<file path="src/rtl/square_wave_detector.sv">
// Measures the rising-edge period of an asynchronous square wave and locks onto
// the generator's high or low tone after a run of matching periods.
module square_wave_detector #(
    parameter logic [31:0] HighFrequency = 32'd49999,
    parameter logic [31:0] LowFrequency  = 32'd99999,
    parameter logic [31:0] Tolerance     = 32'd500,
    parameter logic [31:0] LockCount     = 32'd2,
    parameter logic [31:0] Timeout       = 32'd200000
) (
    input  logic        clk,
    input  logic        rst,
    input  logic        in,
    output logic [31:0] period,
    output logic        period_valid,
    output logic        tone_present,
    output logic        frequency_select,
    output logic        timeout
);

    localparam logic [0:0] StIdle    = 1'b0;
    localparam logic [0:0] StMeasure = 1'b1;

    localparam logic [1:0] ClsHigh = 2'd0;
    localparam logic [1:0] ClsLow  = 2'd1;
    localparam logic [1:0] ClsNone = 2'd2;

    localparam logic [31:0] HighPeriod = HighFrequency + 32'd1;
    localparam logic [31:0] LowPeriod  = LowFrequency + 32'd1;

    logic        s1_q, s2_q, s3_q;
    logic        rise;

    logic [0:0]  state_q, state_d;
    logic [31:0] cnt_q, cnt_d;
    logic [31:0] match_cnt_q, match_cnt_d;
    logic        last_class_q, last_class_d;
    logic [31:0] period_q, period_d;
    logic        period_valid_q, period_valid_d;
    logic        tone_q, tone_d;
    logic        fsel_q, fsel_d;
    logic        timeout_q, timeout_d;

    logic [1:0]  cls;
    logic [31:0] match_new;
    logic        last_class_new;
    logic        lock_new;

    // Three flops: two for metastability, the third gives the edge reference.
    always_ff @(posedge clk) begin
        if (rst) begin
            s1_q <= 1'b0;
            s2_q <= 1'b0;
            s3_q <= 1'b0;
        end else begin
            s1_q <= in;
            s2_q <= s1_q;
            s3_q <= s2_q;
        end
    end

    assign rise = s2_q & ~s3_q;

    function automatic logic [31:0] abs_diff(input logic [31:0] a, input logic [31:0] b);
        return (a >= b) ? (a - b) : (b - a);
    endfunction

    // The period being captured on a rise is the running count itself.
    always_comb begin
        cls = ClsNone;
        if (abs_diff(cnt_q, HighPeriod) <= Tolerance) begin
            cls = ClsHigh;
        end else if (abs_diff(cnt_q, LowPeriod) <= Tolerance) begin
            cls = ClsLow;
        end
    end

    always_comb begin
        match_new      = 32'd0;
        last_class_new = last_class_q;
        if (cls != ClsNone) begin
            if (cls[0] == last_class_q) begin
                match_new = (match_cnt_q >= LockCount) ? LockCount : match_cnt_q + 32'd1;
            end else begin
                last_class_new = cls[0];
                match_new      = 32'd1;
            end
        end
        lock_new = (cls != ClsNone) && (match_new >= LockCount);
    end

    always_comb begin
        state_d        = state_q;
        cnt_d          = cnt_q;
        match_cnt_d    = match_cnt_q;
        last_class_d   = last_class_q;
        period_d       = period_q;
        period_valid_d = 1'b0;
        tone_d         = tone_q;
        fsel_d         = fsel_q;
        timeout_d      = 1'b0;

        case (state_q)
            StIdle: begin
                if (rise) begin
                    state_d = StMeasure;
                    cnt_d   = 32'd1;
                end
            end
            StMeasure: begin
                // A rise is evaluated before the timeout so the two never coincide.
                if (rise) begin
                    cnt_d          = 32'd1;
                    period_d       = cnt_q;
                    period_valid_d = 1'b1;
                    match_cnt_d    = match_new;
                    last_class_d   = last_class_new;
                    tone_d         = lock_new;
                    if (lock_new) begin
                        fsel_d = (cls == ClsLow);
                    end
                end else if (cnt_q == Timeout) begin
                    state_d     = StIdle;
                    timeout_d   = 1'b1;
                    tone_d      = 1'b0;
                    match_cnt_d = 32'd0;
                end else begin
                    cnt_d = cnt_q + 32'd1;
                end
            end
            default: state_d = StIdle;
        endcase
    end

    always_ff @(posedge clk) begin
        if (rst) begin
            state_q        <= StIdle;
            cnt_q          <= 32'd0;
            match_cnt_q    <= 32'd0;
            last_class_q   <= ClsHigh[0];
            period_q       <= 32'd0;
            period_valid_q <= 1'b0;
            tone_q         <= 1'b0;
            fsel_q         <= 1'b0;
            timeout_q      <= 1'b0;
        end else begin
            state_q        <= state_d;
            cnt_q          <= cnt_d;
            match_cnt_q    <= match_cnt_d;
            last_class_q   <= last_class_d;
            period_q       <= period_d;
            period_valid_q <= period_valid_d;
            tone_q         <= tone_d;
            fsel_q         <= fsel_d;
            timeout_q      <= timeout_d;
        end
    end

    assign period           = period_q;
    assign period_valid     = period_valid_q;
    assign tone_present     = tone_q;
    assign frequency_select = fsel_q;
    assign timeout          = timeout_q;

endmodule

</file>
<file path="config.mk">
export PLATFORM = sky130hd
export DESIGN_NAME = square_wave_detector
export DESIGN_NICKNAME = d
export VERILOG_FILES = /design/src/rtl/square_wave_detector.sv
export SDC_FILE = /design/constraint.sdc
export NUM_CORES = 1
export LEC_CHECK = 0
export ABC_AREA = 1
export BUFFER_PORTS_ARGS = -buffer_cell sky130_fd_sc_hd__buf_2
export CAP_MARGIN = 20
export CORE_AREA = 5 5 121 123
export CTS_CLUSTER_SIZE = 8
export DETAILED_ROUTE_END_ITERATION = 7
export DIE_AREA = 0 0 126 128
export PLACE_DENSITY = 0.73
export RECOVER_POWER = 25
export SYNTH_ARGS = -nofsm -noshare
export SYNTH_HDL_FRONTEND = slang
export SYNTH_SLANG_ARGS = --single-unit
export TNS_END_PERCENT = 10
</file>
<file path="constraint.sdc">
create_clock -name clk -period 6.7 [get_ports clk]
set_clock_uncertainty 0.1 [all_clocks]
set_input_delay 1.005 -clock clk [delete_from_list [all_inputs] [get_ports clk]]
set_output_delay 1.005 -clock clk [all_outputs]
set_load 0.01 [all_outputs]
</file>
==> flow_summary_export.csv <==
group,metric,value,unit
timing,rsz0062_at_grt,"no",
synth,synth_seq_cells,105,
timing,timing.slew.headroom,0.319,
setup_path,slowest_stage,"dfxtp_1",
clock_network,cts_htree_levels,3,
place,gp_congestion,0.981,
clock_network,cts_tree,"done",
clock_network,clk_pin_slew,0.08,ns
grt,grt_max_degree,38,
synth,synthArstFlopShare,0,
synth,syn_nets,1233,
clock_network,cts_hold_buf,0,
timing,fmax,0.267,GHz
clock_network,cts_setup_buffers,0,
detailed_routing,wl_per_cell,16.4,µm
floorplan,io_pins,39,
grt,grt_pass1_wl,37.0,mm
setup_path,crit_fanout,21,
cells_and_area,ff_latch_area,0.00210,mm²
setup_path,slowest_delay,0.55,ns
detailed_routing,drt_iter0_markers,990,
setup_path,path_buf_inv,2,
clock_network,cts_sinks,105,
clock_network,cts_buffer_depth,2,
flow_run,max-cap-violations,0,
clock_network,clk_latency,0.35,ns
synth,synth_xor_area_frac,0.0427,
setup_path,r2r_slack,2.96,ns
cells_and_area,n_antenna_cell,0,
cells_and_area,final_core_util,0.577,
power,vdd_drop_max,0.278,mV
cells_and_area,nets,1242,
floorplan,die_area,0.0161,mm²
synth,seq_area_frac_synth,0.284,
synth,synth_top_family_by_area,"simple AND/OR/NAND/NOR gates",
detailed_routing,drt_wl_total,23.1,mm
floorplan,die_h,128,µm
hold_path,min_to,"s2_q",
setup_path,r2r_start,"cnt_q[4]",
setup_path,crit_start,"cnt_q[4]",
detailed_routing,via_count,7867,
detailed_routing,via_per_inst,5.58,
setup_path,arrival,3.84,ns
grt,grt.overflow.total,0,
setup_path,cp_data_required_time,6.80,ns
detailed_routing,final_antenna_net_count,0,
detailed_routing,dr.pass1.iters,6,
synth,synth_cells,1216,
timing,hold_violations,0,
setup_path,r2r_cells,18,
place,dpl.hpwl,17.9,mm
power,power_density,155,mW/mm²
floorplan,fp.coreArea,0.0136,mm²
hold_path,hold_depth,2,
synth,yosys_warnings,0,
synth,ys_types,48,
synth,synth_top_area_cell,"dfxtp_1",
timing,drv_slew,0,
synth,synthSimpleGateAreaFrac,0.426,
place,placed_cells,1394,
timing,tightest_slew,1.02,ns
timing,hold_ws,0.311,ns
clock_network,cts_buffers,9,
place,io_buffers,38,
synth,synth_mux_area_frac,0,
cells_and_area,drive_above_1_share,0.0715,
synth,yosysTopAreaCellShare,0.284,
synth,synth_fa_ha_area_frac,0.0237,
grt,antenna_found_initial,0,
setup_path,end_kind,"flop",
floorplan,die_w,126,µm
cells_and_area,fillCellCount,1397,
timing,fin_tns_setup,0,ns
floorplan,start_util,0.545,
hold_path,hold_path.class,"flop to flop",
clock_network,root_buffer,"clkbuf_16",
synth,avgSynthCellArea,6.08,µm²
setup_path,crit_family,"simple AND/OR/NAND/NOR gates",
clock_network,ctsResizeCount,0,
cells_and_area,multi_input_area,0.00445,mm²
setup_path,worstSetupStartpointType,"flop",
timing,period_minus_slack,3.74,ns
grt,grtUsageTotal,0.285,
setup_path,path_cells,"inv_2 > ha_1 > o21ai_1 > nand3_1 > nand2_1 > nor2_1 > nand2_1 > nand2_1 > nand2_1 > inv_1 > nor2_1 > nand2_1 > nor2_1 > nand3_2 > nand2_2 > o2111ai_1 > nand2_1 > a21oi_1",
setup_path,crit_type,"flop to flop",
setup_path,worstReg2RegEnd,"frequency_select",
cells_and_area,instances_no_fill,1410,
hold_path,hp-start,"s1_q",
synth,synth-compound-area-share,0.110,
status,status,"finished clean",
synth,yosys-top-cells-area,"dfxtp_1 (28%), nand2_1 (18%), nor2_1 (9.0%), nand3_1 (6.4%), inv_1 (6.2%)",
synth,yosys_most_used_dff,"dfxtp_1",
cells_and_area,syn_to_final_growth,5.77,%
timing,post-route-period-util,0.558,
detailed_routing,drc,0,
synth,netlist_area,0.00739,mm²
timing,finalSetupViolCount,0,
synth,synth_edf_count,0,
power,p_leak,3.76,nW
setup_path,cp_common_cell,"nand2_1",
grt,grt_pass1_vias,7133,
floorplan,num_rows,43,
-- where the power goes --
part | internal (mW) | total (mW) | switching (mW)
Sequential | 0.628 | 0.631 | 0.00291
Clock | 0.268 | 0.537 | 0.269
Combinational | 0.0106 | 0.0437 | 0.0332
Total | 0.906 | 1.21 | 0.305
-- synth_stat cells, types with 4 or more instances --
cell type / number
xor2_1: 36
nand4_1: 26
a21oi_1: 65
nor2_1: 178
nor4_1: 7
o21ai_0: 64
inv_2: 19
dfxtp_1: 105
clkinv_1: 5
nand2_1: 347
buf_6: 9
buf_2: 8
nand2_2: 15
o21ai_1: 4
inv_1: 122
buf_4: 9
nand3b_1: 5
nor2_4: 8
nor3_1: 16
clkbuf_1: 15
nand3_1: 95
nor2_2: 9
ha_1: 14
-- cell usage in the layout, fill, tap and decap left out, drive strengths merged, types with 2 or more instances in the layout --
cell type,n
nand2,363
nor2,196
inv,145
dfxtp,105
nand3,98
o21ai,68
a21oi,66
clkbuf,41
xor2,36
nand4,27
nor3,19
ha,14
clkinv,10
buf,8
nor4,7
nand3b,5
a31oi,3
o211ai,2
o21bai,2
o21a,2
nor3b,2
o2111ai,2
a2111oi,2
-- registers in the layout, indices dropped and copies added (netlist names) --
register / cells
cnt_q: 32
frequency_select: 1
last_class_q: 1
match_cnt_q: 32
period: 32
period_valid: 1
s1_q: 1
s2_q: 1
s3_q: 1
state_q: 1
timeout: 1
tone_present: 1
-- worst max path at each step --
stage | cells past startpoint | end
6_report | 18 | frequency_select
5_1_grt | 18 | frequency_select
4_1_cts | 18 | frequency_select
3_5_place_dp | 18 | frequency_select
3_3_place_gp | 18 | frequency_select
2_1_floorplan | 19 | frequency_select
-- cell families (layout without fill, tap and decap cells) --
group                    after synthesis  after routing
XOR/XNOR                              36             36
buffers and inverters                191            205
flip-flops                           105            105
adder cells (fa/ha/maj)               14             14
AO/OA/AOI/OAI                        151            151
AND/OR/NAND/NOR                      719            719
-- layer usage --
metal	wire length, µm	track usage	up-vias	part of all wire
met3	2020	0.0421	81	0.087
met1	10300	0.407	3506	0.45
met2	9780	0.429	384	0.42
met4	977	0.118	0	0.042
li1	-	-	3896	-
met5	0	0	-	0
-- layout make-up --
| cell class | instances | share of cell area |
|---|---|---|
| clock inverters | 7 | 0.0102 |
| clock buffers | 9 | 0.0288 |
| inverters | 149 | 0.0727 |
| repair buffers | 40 | 0.0211 |
| well taps | 180 | 0.0288 |
| flip-flops and latches | 105 | 0.269 |
| multi-input cells | 920 | 0.569 |
-- metrics by stage --
step | setup slack (ns) | total power [mW] | instance area [µm²]
final | 2.96 | 1.21 | 7820
after global routing | 2.68 | 1.26 | 7820
after CTS | 3.06 | 1.22 | 7860
after detailed placement | 3.09 | 0.689 | 7550
after global placement | 3.13 | 0.688 | 7550
after floorplan | 4.11 | 0.674 | 7390
-- tightest hold or removal path: cells and delay by family, from the launching register on --
family | cells | cell delay [ns]
buf+inv | 1 | 0.04
flops | 1 | 0.30
simple gates | 1 | 0.03
Note: power is estimated with default switching activity, not from simulation.
